### src/rtl/axi_lite_spi_slave.sv
// SPI mode-0 slave (8-bit, MSB first) with an AXI4-Lite register file.
// SPI pins are oversampled and edge-detected in the clk domain.
module axi_lite_spi_slave #(
   parameter int SYNC_STAGES = 2
) (
   input  logic        clk,
   input  logic        resetn,
   input  logic        spi_clk,
   input  logic        spi_cs_n,
   input  logic        spi_mosi,
   output logic        spi_miso,
   input  logic [31:0] axi_lite_araddr,
   input  logic        axi_lite_arvalid,
   output logic        axi_lite_arready,
   output logic [31:0] axi_lite_rdata,
   output logic        axi_lite_rvalid,
   input  logic        axi_lite_rready,
   input  logic [31:0] axi_lite_awaddr,
   input  logic        axi_lite_awvalid,
   output logic        axi_lite_awready,
   input  logic [31:0] axi_lite_wdata,
   input  logic [3:0]  axi_lite_wstrb,
   input  logic        axi_lite_wvalid,
   output logic        axi_lite_wready,
   output logic [1:0]  axi_lite_bresp,
   output logic        axi_lite_bvalid,
   input  logic        axi_lite_bready
);

   localparam logic [3:0] ADDR_RX = 4'h0;
   localparam logic [3:0] ADDR_TX = 4'h4;
   localparam logic [3:0] ADDR_ST = 4'h8;

   logic [SYNC_STAGES-1:0] sclk_sync;
   logic [SYNC_STAGES-1:0] cs_sync;
   logic [SYNC_STAGES-1:0] mosi_sync;
   logic sclk_d;
   logic cs_d;

   // Not reset: the chains keep tracking the pins during reset so that
   // a CS already low at release does not look like a fresh falling edge.
   always_ff @(posedge clk) begin
      sclk_sync <= {sclk_sync[SYNC_STAGES-2:0], spi_clk};
      cs_sync   <= {cs_sync[SYNC_STAGES-2:0], spi_cs_n};
      mosi_sync <= {mosi_sync[SYNC_STAGES-2:0], spi_mosi};
      sclk_d    <= sclk_sync[SYNC_STAGES-1];
      cs_d      <= cs_sync[SYNC_STAGES-1];
   end

   logic sclk_s;
   logic cs_s;
   logic mosi_s;
   assign sclk_s = sclk_sync[SYNC_STAGES-1];
   assign cs_s   = cs_sync[SYNC_STAGES-1];
   assign mosi_s = mosi_sync[SYNC_STAGES-1];

   logic cs_act;
   logic cs_fall;
   logic cs_rise;
   logic sclk_rise;
   logic sclk_fall;
   assign cs_act    = ~cs_s;
   assign cs_fall   = cs_d & ~cs_s;
   assign cs_rise   = ~cs_d & cs_s;
   assign sclk_rise = sclk_s & ~sclk_d;
   assign sclk_fall = ~sclk_s & sclk_d;

   logic [6:0] rx_shift;
   logic [7:0] rx_data;
   logic       rx_valid;
   logic       overrun;
   logic [7:0] tx_shift;
   logic [7:0] tx_buf;
   logic       tx_full;
   logic [2:0] bit_cnt;
   logic       miso;

   logic [7:0] load_byte;
   logic [7:0] rx_byte;
   assign load_byte = tx_full ? tx_buf : 8'h00;
   assign rx_byte   = {rx_shift, mosi_s};

   logic [3:0] status;
   assign status = {overrun, tx_full, rx_valid, cs_act};

   logic wr_go;
   logic rd_go;
   assign wr_go = resetn & axi_lite_awvalid & axi_lite_wvalid
                & ~axi_lite_bvalid;
   assign rd_go = resetn & axi_lite_arvalid & ~axi_lite_rvalid;

   assign axi_lite_awready = wr_go;
   assign axi_lite_wready  = wr_go;
   assign axi_lite_arready = rd_go;

   logic [3:0] wa;
   logic [3:0] ra;
   logic       wr_top0;
   logic       rd_top0;
   assign wa      = axi_lite_awaddr[3:0];
   assign ra      = axi_lite_araddr[3:0];
   assign wr_top0 = (axi_lite_awaddr[31:4] == 28'h0);
   assign rd_top0 = (axi_lite_araddr[31:4] == 28'h0);

   logic wr_hit;
   logic wr_tx;
   logic wr_ovc;
   assign wr_hit = wr_top0
                 & ((wa == ADDR_RX) | (wa == ADDR_TX) | (wa == ADDR_ST));
   assign wr_tx  = wr_go & wr_top0 & (wa == ADDR_TX)
                 & axi_lite_wstrb[0];
   assign wr_ovc = wr_go & wr_top0 & (wa == ADDR_ST)
                 & axi_lite_wstrb[0] & axi_lite_wdata[3];

   logic rd_is_rx;
   logic rd_is_st;
   logic rd_rx;
   assign rd_is_rx = rd_top0 & (ra == ADDR_RX);
   assign rd_is_st = rd_top0 & (ra == ADDR_ST);
   assign rd_rx    = rd_go & rd_is_rx;

   logic [31:0] rd_val;
   always_comb begin
      rd_val = 32'h0;
      unique case (1'b1)
         rd_is_rx: rd_val = {24'h0, rx_data};
         rd_is_st: rd_val = {28'h0, status};
         default: ;
      endcase
   end

   logic unused_bits;
   assign unused_bits = ^{axi_lite_wdata[31:8], axi_lite_wdata[2:0],
                          axi_lite_wdata[7:4], axi_lite_wstrb[3:1]};

   always_ff @(posedge clk) begin
      if (!resetn) begin
         axi_lite_bvalid <= 1'b0;
         axi_lite_bresp  <= 2'b00;
         axi_lite_rvalid <= 1'b0;
         axi_lite_rdata  <= 32'h0;
         rx_shift        <= 7'h0;
         rx_data         <= 8'h0;
         rx_valid        <= 1'b0;
         overrun         <= 1'b0;
         tx_shift        <= 8'h0;
         tx_buf          <= 8'h0;
         tx_full         <= 1'b0;
         bit_cnt         <= 3'd0;
         miso            <= 1'b0;
      end else begin
         if (wr_go) begin
            axi_lite_bvalid <= 1'b1;
            axi_lite_bresp  <= wr_hit ? 2'b00 : 2'b10;
         end else if (axi_lite_bready) begin
            axi_lite_bvalid <= 1'b0;
         end
         if (rd_go) begin
            axi_lite_rvalid <= 1'b1;
            axi_lite_rdata  <= rd_val;
         end else if (axi_lite_rready) begin
            axi_lite_rvalid <= 1'b0;
         end
         if (rd_rx) rx_valid <= 1'b0;
         if (wr_ovc) overrun <= 1'b0;
         if (cs_fall) begin
            bit_cnt  <= 3'd0;
            tx_shift <= load_byte;
            tx_full  <= 1'b0;
            miso     <= load_byte[7];
         end else if (cs_rise) begin
            bit_cnt <= 3'd0;
            miso    <= 1'b0;
         end else if (cs_act && sclk_rise) begin
            rx_shift <= rx_byte[6:0];
            bit_cnt  <= bit_cnt + 3'd1;
            if (bit_cnt == 3'd7) begin
               rx_data  <= rx_byte;
               rx_valid <= 1'b1;
               // A read clearing the old byte this cycle is not an overrun
               if (rx_valid && !rd_rx) overrun <= 1'b1;
               tx_shift <= load_byte;
               tx_full  <= 1'b0;
            end
         end else if (cs_act && sclk_fall) begin
            if (bit_cnt == 3'd0) begin
               miso <= tx_shift[7];
            end else begin
               miso     <= tx_shift[6];
               tx_shift <= {tx_shift[6:0], 1'b0};
            end
         end
         // CPU write wins over a same-cycle reload, which used old state
         if (wr_tx) begin
            tx_buf  <= axi_lite_wdata[7:0];
            tx_full <= 1'b1;
         end
      end
   end

   assign spi_miso = miso;

endmodule

### config.mk
export PLATFORM = sky130hd
export DESIGN_NAME = axi_lite_spi_slave
export DESIGN_NICKNAME = d
export VERILOG_FILES = /design/src/rtl/axi_lite_spi_slave.sv
export SDC_FILE = /design/constraint.sdc
export NUM_CORES = 1
export LEC_CHECK = 0
export ABC_AREA = 1
export ABC_CLOCK_PERIOD_IN_PS = 3970
export CORE_MARGIN = 1.5
export CORE_UTILIZATION = 35
export DETAILED_ROUTE_END_ITERATION = 16
export GPL_ROUTABILITY_DRIVEN = 0
export PLACE_DENSITY = 0.76
export SETUP_SLACK_MARGIN = 0.4
export SYNTH_ARGS = -nofsm -noshare
export SYNTH_HDL_FRONTEND = slang
export SYNTH_SLANG_ARGS = --single-unit
### constraint.sdc
create_clock -name clk -period 3.97 [get_ports clk]
set_input_delay 0.9925 -clock clk [delete_from_list [all_inputs] [get_ports clk]]
set_output_delay 0.9925 -clock clk [all_outputs]
set_load 0.05 [all_outputs]
Yosys cells after proc, flatten, opt, wreduce, memory -nomap -nowiden
Index checks and enable logic that the tools add are counted.
- flip-flop bits (word level): 82
- latch bits: 0
- memory bits (writable): 0
- bits in read-only memories: 0
- input bits: 110
- output and inout bits: 40
- word-level logic and storage cells: 113
- memories: 0
- add/subtract/negate cells: 1
- multipliers: 0
- div/mod/pow operators: 0
- $lt $le $gt $ge: 0
- equal/unequal tests: 9
- shift-type cells: 0
- muxes and demuxes: 34
- bitwise gates (word level): 30
- reduce and logical (&&, ||, !) cells: 21
- operators with widths (operator ; count):
    $logic_not A28 Y1 ; 2
    $mux W8 ; 7
    $mux W1 ; 25
    $and A1 B1 Y1 ; 19
    $pmux W8 S2 ; 1
    $reduce_bool A3 Y1 ; 4
    $not A1 Y1 ; 9
    $eq A4 B4 Y1 const B ; 2
    $logic_not A4 Y1 ; 2
    $reduce_and A4 Y1 ; 2
    $ne A3 B2 Y1 const B ; 2
    $ne A3 B3 Y1 const B ; 2
    $reduce_and A3 Y1 ; 2
    $eq A4 B3 Y1 const B ; 1
    $reduce_bool A2 Y1 ; 2
    $add A3 B1 Y3 const B ; 1
    $eq A3 B3 Y1 const B ; 1
    $logic_and A1 B1 Y1 ; 3
    $logic_not A3 Y1 ; 1
    $reduce_or A3 Y1 ; 1
    $mux W2 ; 1
    $ne A2 B2 Y1 const B ; 1
    $or A1 B1 Y1 ; 2
    $reduce_and A2 Y1 ; 1
    $logic_not A1 Y1 ; 1

Logic depth before layout (Yosys ltp)
- word-level depth: 13
- depth in mapped cells: 10
- gate-level depth less buffers: 9

Least setup slack after synthesis
No wires, ideal clock.
- kind: input to output
- start point: input axi_lite_arvalid
- end point: output axi_lite_arready
- data arrival time: 1.883 ns
- required time: 2.978 ns
- setup slack: 1.094 ns
- stages on the path: 5
- buffers on the path: 2
- cells stage by stage: nand2_1 or2_1 buf_2 clkbuf_1 inv_1
- cells in the longest elaborated chain, start to end: 2
- ends and longest elaborated chain (what ; line ; RTL):
    from (decl) ; 13 ; input logic axi_lite_arvalid,
    $and A1 B1 Y1 (2 in series) ; 90 ; assign rd_go = resetn & axi_lite_arvalid & ~axi_lite_rvalid;
    to (decl) ; 14 ; output logic axi_lite_arready,
Every way passes these cells.

Worst setup path in the final report
- start point: input resetn
- end point: output axi_lite_arready
- cells in the longest elaborated chain, start to end: 2
- ends and longest elaborated chain (what ; line ; RTL):
    from (decl) ; 7 ; input logic resetn,
    $and A1 B1 Y1 (2 in series) ; 90 ;
Every way passes these cells.

==> flow_summary_export.csv <==
group,metric,value,unit
logic_synthesis,synthAdderAreaFrac,0.0219,
floorplanning,fp-row-count,32,
logic_synthesis,syn_inst,406,
logic_synthesis,synth_seq_area_share,0.400,
global_route,groute.layer.met3.usage,0.0537,
cts,clock_latency,0.34,ns
global_route,grt_util_met2,0.265,
critical_path,start_kind,"primary input",
sta,setup_tns,0,ns
pwr,power.internal,999,µW
pwr,ir_drop,190,µV
floorplanning,core,0.00781,mm²
drt,vias_per_cell,4.50,
pwr,power.density,340,mW/mm²
cts,htree_levels,3,
sta,fin_hold_ws,0.326,ns
cts,ctsRootBufferMaster,"clkbuf_8",
run_status,outcome,"finished clean",
sta,drv_slew,0,
critical_path,cp.arrival,2.06,ns
cts,cts_sinks,57,
floorplanning,io_pins,150,
cts,ctsHoldBuffers,0,
cts,clock_path_buffers,2,
logic_synthesis,synth_flop_cell,"dfxtp_1",
logic_synthesis,synth-xor-area-share,0,
logic_synthesis,yosysTopAreaCell,"dfxtp_1",
floorplanning,die_area,0.00870,mm²
cts,post_cts_buffers,0,
hold_path,worstHoldPathType,"flip-flop to flip-flop",
global_route,grt_pass1_wl,10500,µm
cts,cts_made_buffers,9,
layout,antenna_cells,0,
logic_synthesis,synth_top_family_by_area,"simple AND/OR/NAND/NOR gates",
global_route,grt_usage,0.151,
critical_path,worst_setup_path_end_kind,"primary output",
pwr,p_sw_frac,0.268,
logic_synthesis,synth_area_leaders,"dfxtp_1, nor2_1, nand2_1",
sta,tightest_slew,0.904,ns
logic_synthesis,synthMuxAreaShare,0,
critical_path,cpPeakStageDelay,0.54,ns
sta,timing.fmax,327,MHz
critical_path,critPathTopFamily,"buffers and inverters",
logic_synthesis,syn_area,0.00285,mm²
logic_synthesis,ys_ff_latch,57,
cts,cts_tree,"built",
layout,layout_common_cells,"clkdlybuf4s50_1, nor2_1, nand2_1",
layout,final_common_cell,"clkdlybuf4s50_1",
logic_synthesis,ys_warn_count,0,
floorplanning,start_util,0.365,
sta,setup_viol,0,
critical_path,worstPathRequired,2.98,ns
drt,drt-pass1-iter-count,4,
global_route,grt_max_degree,38,
layout,area_growth,40.9,%
logic_synthesis,yosys.area.top_type_share,0.400,
logic_synthesis,synth_enable_flop_cells,0,
pwr,comb_power_share,0.176,
logic_synthesis,yosys.area_share.simple,0.291,
critical_path,worstPathMaxFanout,3,
drt,ant_nets,0,
placed_design,portBuffers,97,
pwr,p_sw,365,µW
drt,drc,0,
global_route,grtUsageMet1,0.163,
drt,drtIter0Drc,151,
global_route,antenna_found_initial,0,
logic_synthesis,syn-mean-instance-area,7.02,µm²
cts,path_clk_slew,0.06,ns
layout,final_layout_size_suffix_gt1_frac,0.0615,
global_route,grt_pass1_vias,2503,
floorplanning,die_w,93.3,µm
global_route,busiest_layer,"met2",
run,maxCapViolCount,0,
logic_synthesis,synth.distinct_cells,32,
sta,rsz0062_at_grt,"false",
pwr,p_clk_frac,0.386,
drt,wl,6520,µm
sta,clock-skew-final,0.00782,ns
sta,worst_slack,0.915,ns
pwr,power.leakage,1.66,nW
drt,wl_per_cell,10.8,µm
sta,slew_headroom,0.394,
placed_design,place_ws,0.886,ns
pwr,power.share.sequential,0.438,
drt,vias,2730,
sta,hold_viol,0,
logic_synthesis,synthArstFlopShare,0,
sta,post-route-period-util,0.770,
sta,post-route-min-period,3.06,ns
critical_path,path_buf_inv,3,
placed_design,post-dp-hpwl,4970,µm
critical_path,slowest_stage,"clkdlybuf4s50_1",
global_route,overflow,0,
logic_synthesis,synth-compound-area-share,0.139,
critical_path,worstPathCellList,"clkdlybuf4s50_1 -> nand2_1 -> or2_1 -> inv_1 -> buf_12",
cts,post_cts.resized_instances,0,
layout,nets,614,
critical_path,path_class,"primary input to primary output",
floorplanning,die_h,93.3,µm
## cell type report
class / count / area [µm²]
clock inverters: 5 / 55.1
fillers: 754 / 3790
well taps: 102 / 128
multi-input cells: 291 / 1380
clock buffers: 11 / 141
repair buffers: 99 / 1020
inverters: 41 / 154
flip-flops and latches: 57 / 1140
## metrics by stage
step	power, mW	area (µm²)	std cells	util
global route	1.42	4020	606	0.515
finish	1.36	4020	606	0.515
detailed placement	0.850	3820	590	0.489
global placement	0.846	3820	590	0.489
floorplan	0.759	2940	430	-
CTS	1.38	4020	606	0.515
## cell families after synthesis
logic type               Yosys count
AND/OR/NAND/NOR                  183
buffers and inverters             82
AO/OA/AOI/OAI                     78
flip-flops                        57
adder cells (fa/ha/maj)            5
other                              1
## synth_stat cells (2+ instances only)
cell type   n
a21oi_1    40
nor3_1      3
o21ai_0    32
buf_2       4
and2_1      2
nand4_1     4
dfxtp_1    57
buf_4      26
nor2_1     68
nand2_2     2
nor3_2      2
o21ai_1     3
nand3_1    31
clkbuf_1   10
ha_1        5
nand2_1    62
inv_1      40
## worst register-to-register path, stage by stage, from the launching register on
cell     delay [ns]
dfxtp_1        0.35
inv_2          0.11
ha_1           0.19
inv_1          0.08
nand2_2        0.23
nor2_1         0.12
nor2_2         0.40
nand4_1        0.16
a21oi_1        0.15
## sequential cells by signal, indices dropped and copies added (netlist names)
register,cells
bit_cnt,3
axi_lite_rdata,8
axi_lite_bresp,1
tx_full,1
spi_miso,1
tx_shift,8
sclk_sync,2
tx_buf,8
rx_shift,7
mosi_sync,2
axi_lite_bvalid,1
overrun,1
axi_lite_rvalid,1
rx_data,8
cs_sync,2
rx_valid,1
sclk_d,1
cs_d,1
## per-layer routing
| layer | vias up | wire length (µm) |
|---|---|---|
| met5 | - | 0 |
| met4 | 0 | 81 |
| met3 | 7 | 582 |
| met2 | 92 | 3100 |
| met1 | 1185 | 2750 |
| li1 | 1446 | - |
## power groups by stage
stage	combinational, mW	sequential, mW	clock, mW
3_3_place_gp	0.236	0.610	0
5_1_grt	0.260	0.600	0.564
3_5_place_dp	0.240	0.610	0
6_report	0.240	0.598	0.527
2_1_floorplan	0.140	0.620	0
4_1_cts	0.241	0.598	0.541
## final timing paths
kind	from	endpoint	slack (ns)	cells after the start
setup reg to reg	cs_sync[1]	tx_shift[0]	2.10	8
hold / removal	sclk_sync[0]	sclk_sync[1]	0.33	0
hold reg to reg	sclk_sync[0]	sclk_sync[1]	0.33	0
setup / recovery	resetn	axi_lite_arready	0.91	5
Power figures use the tool's default switching activity.
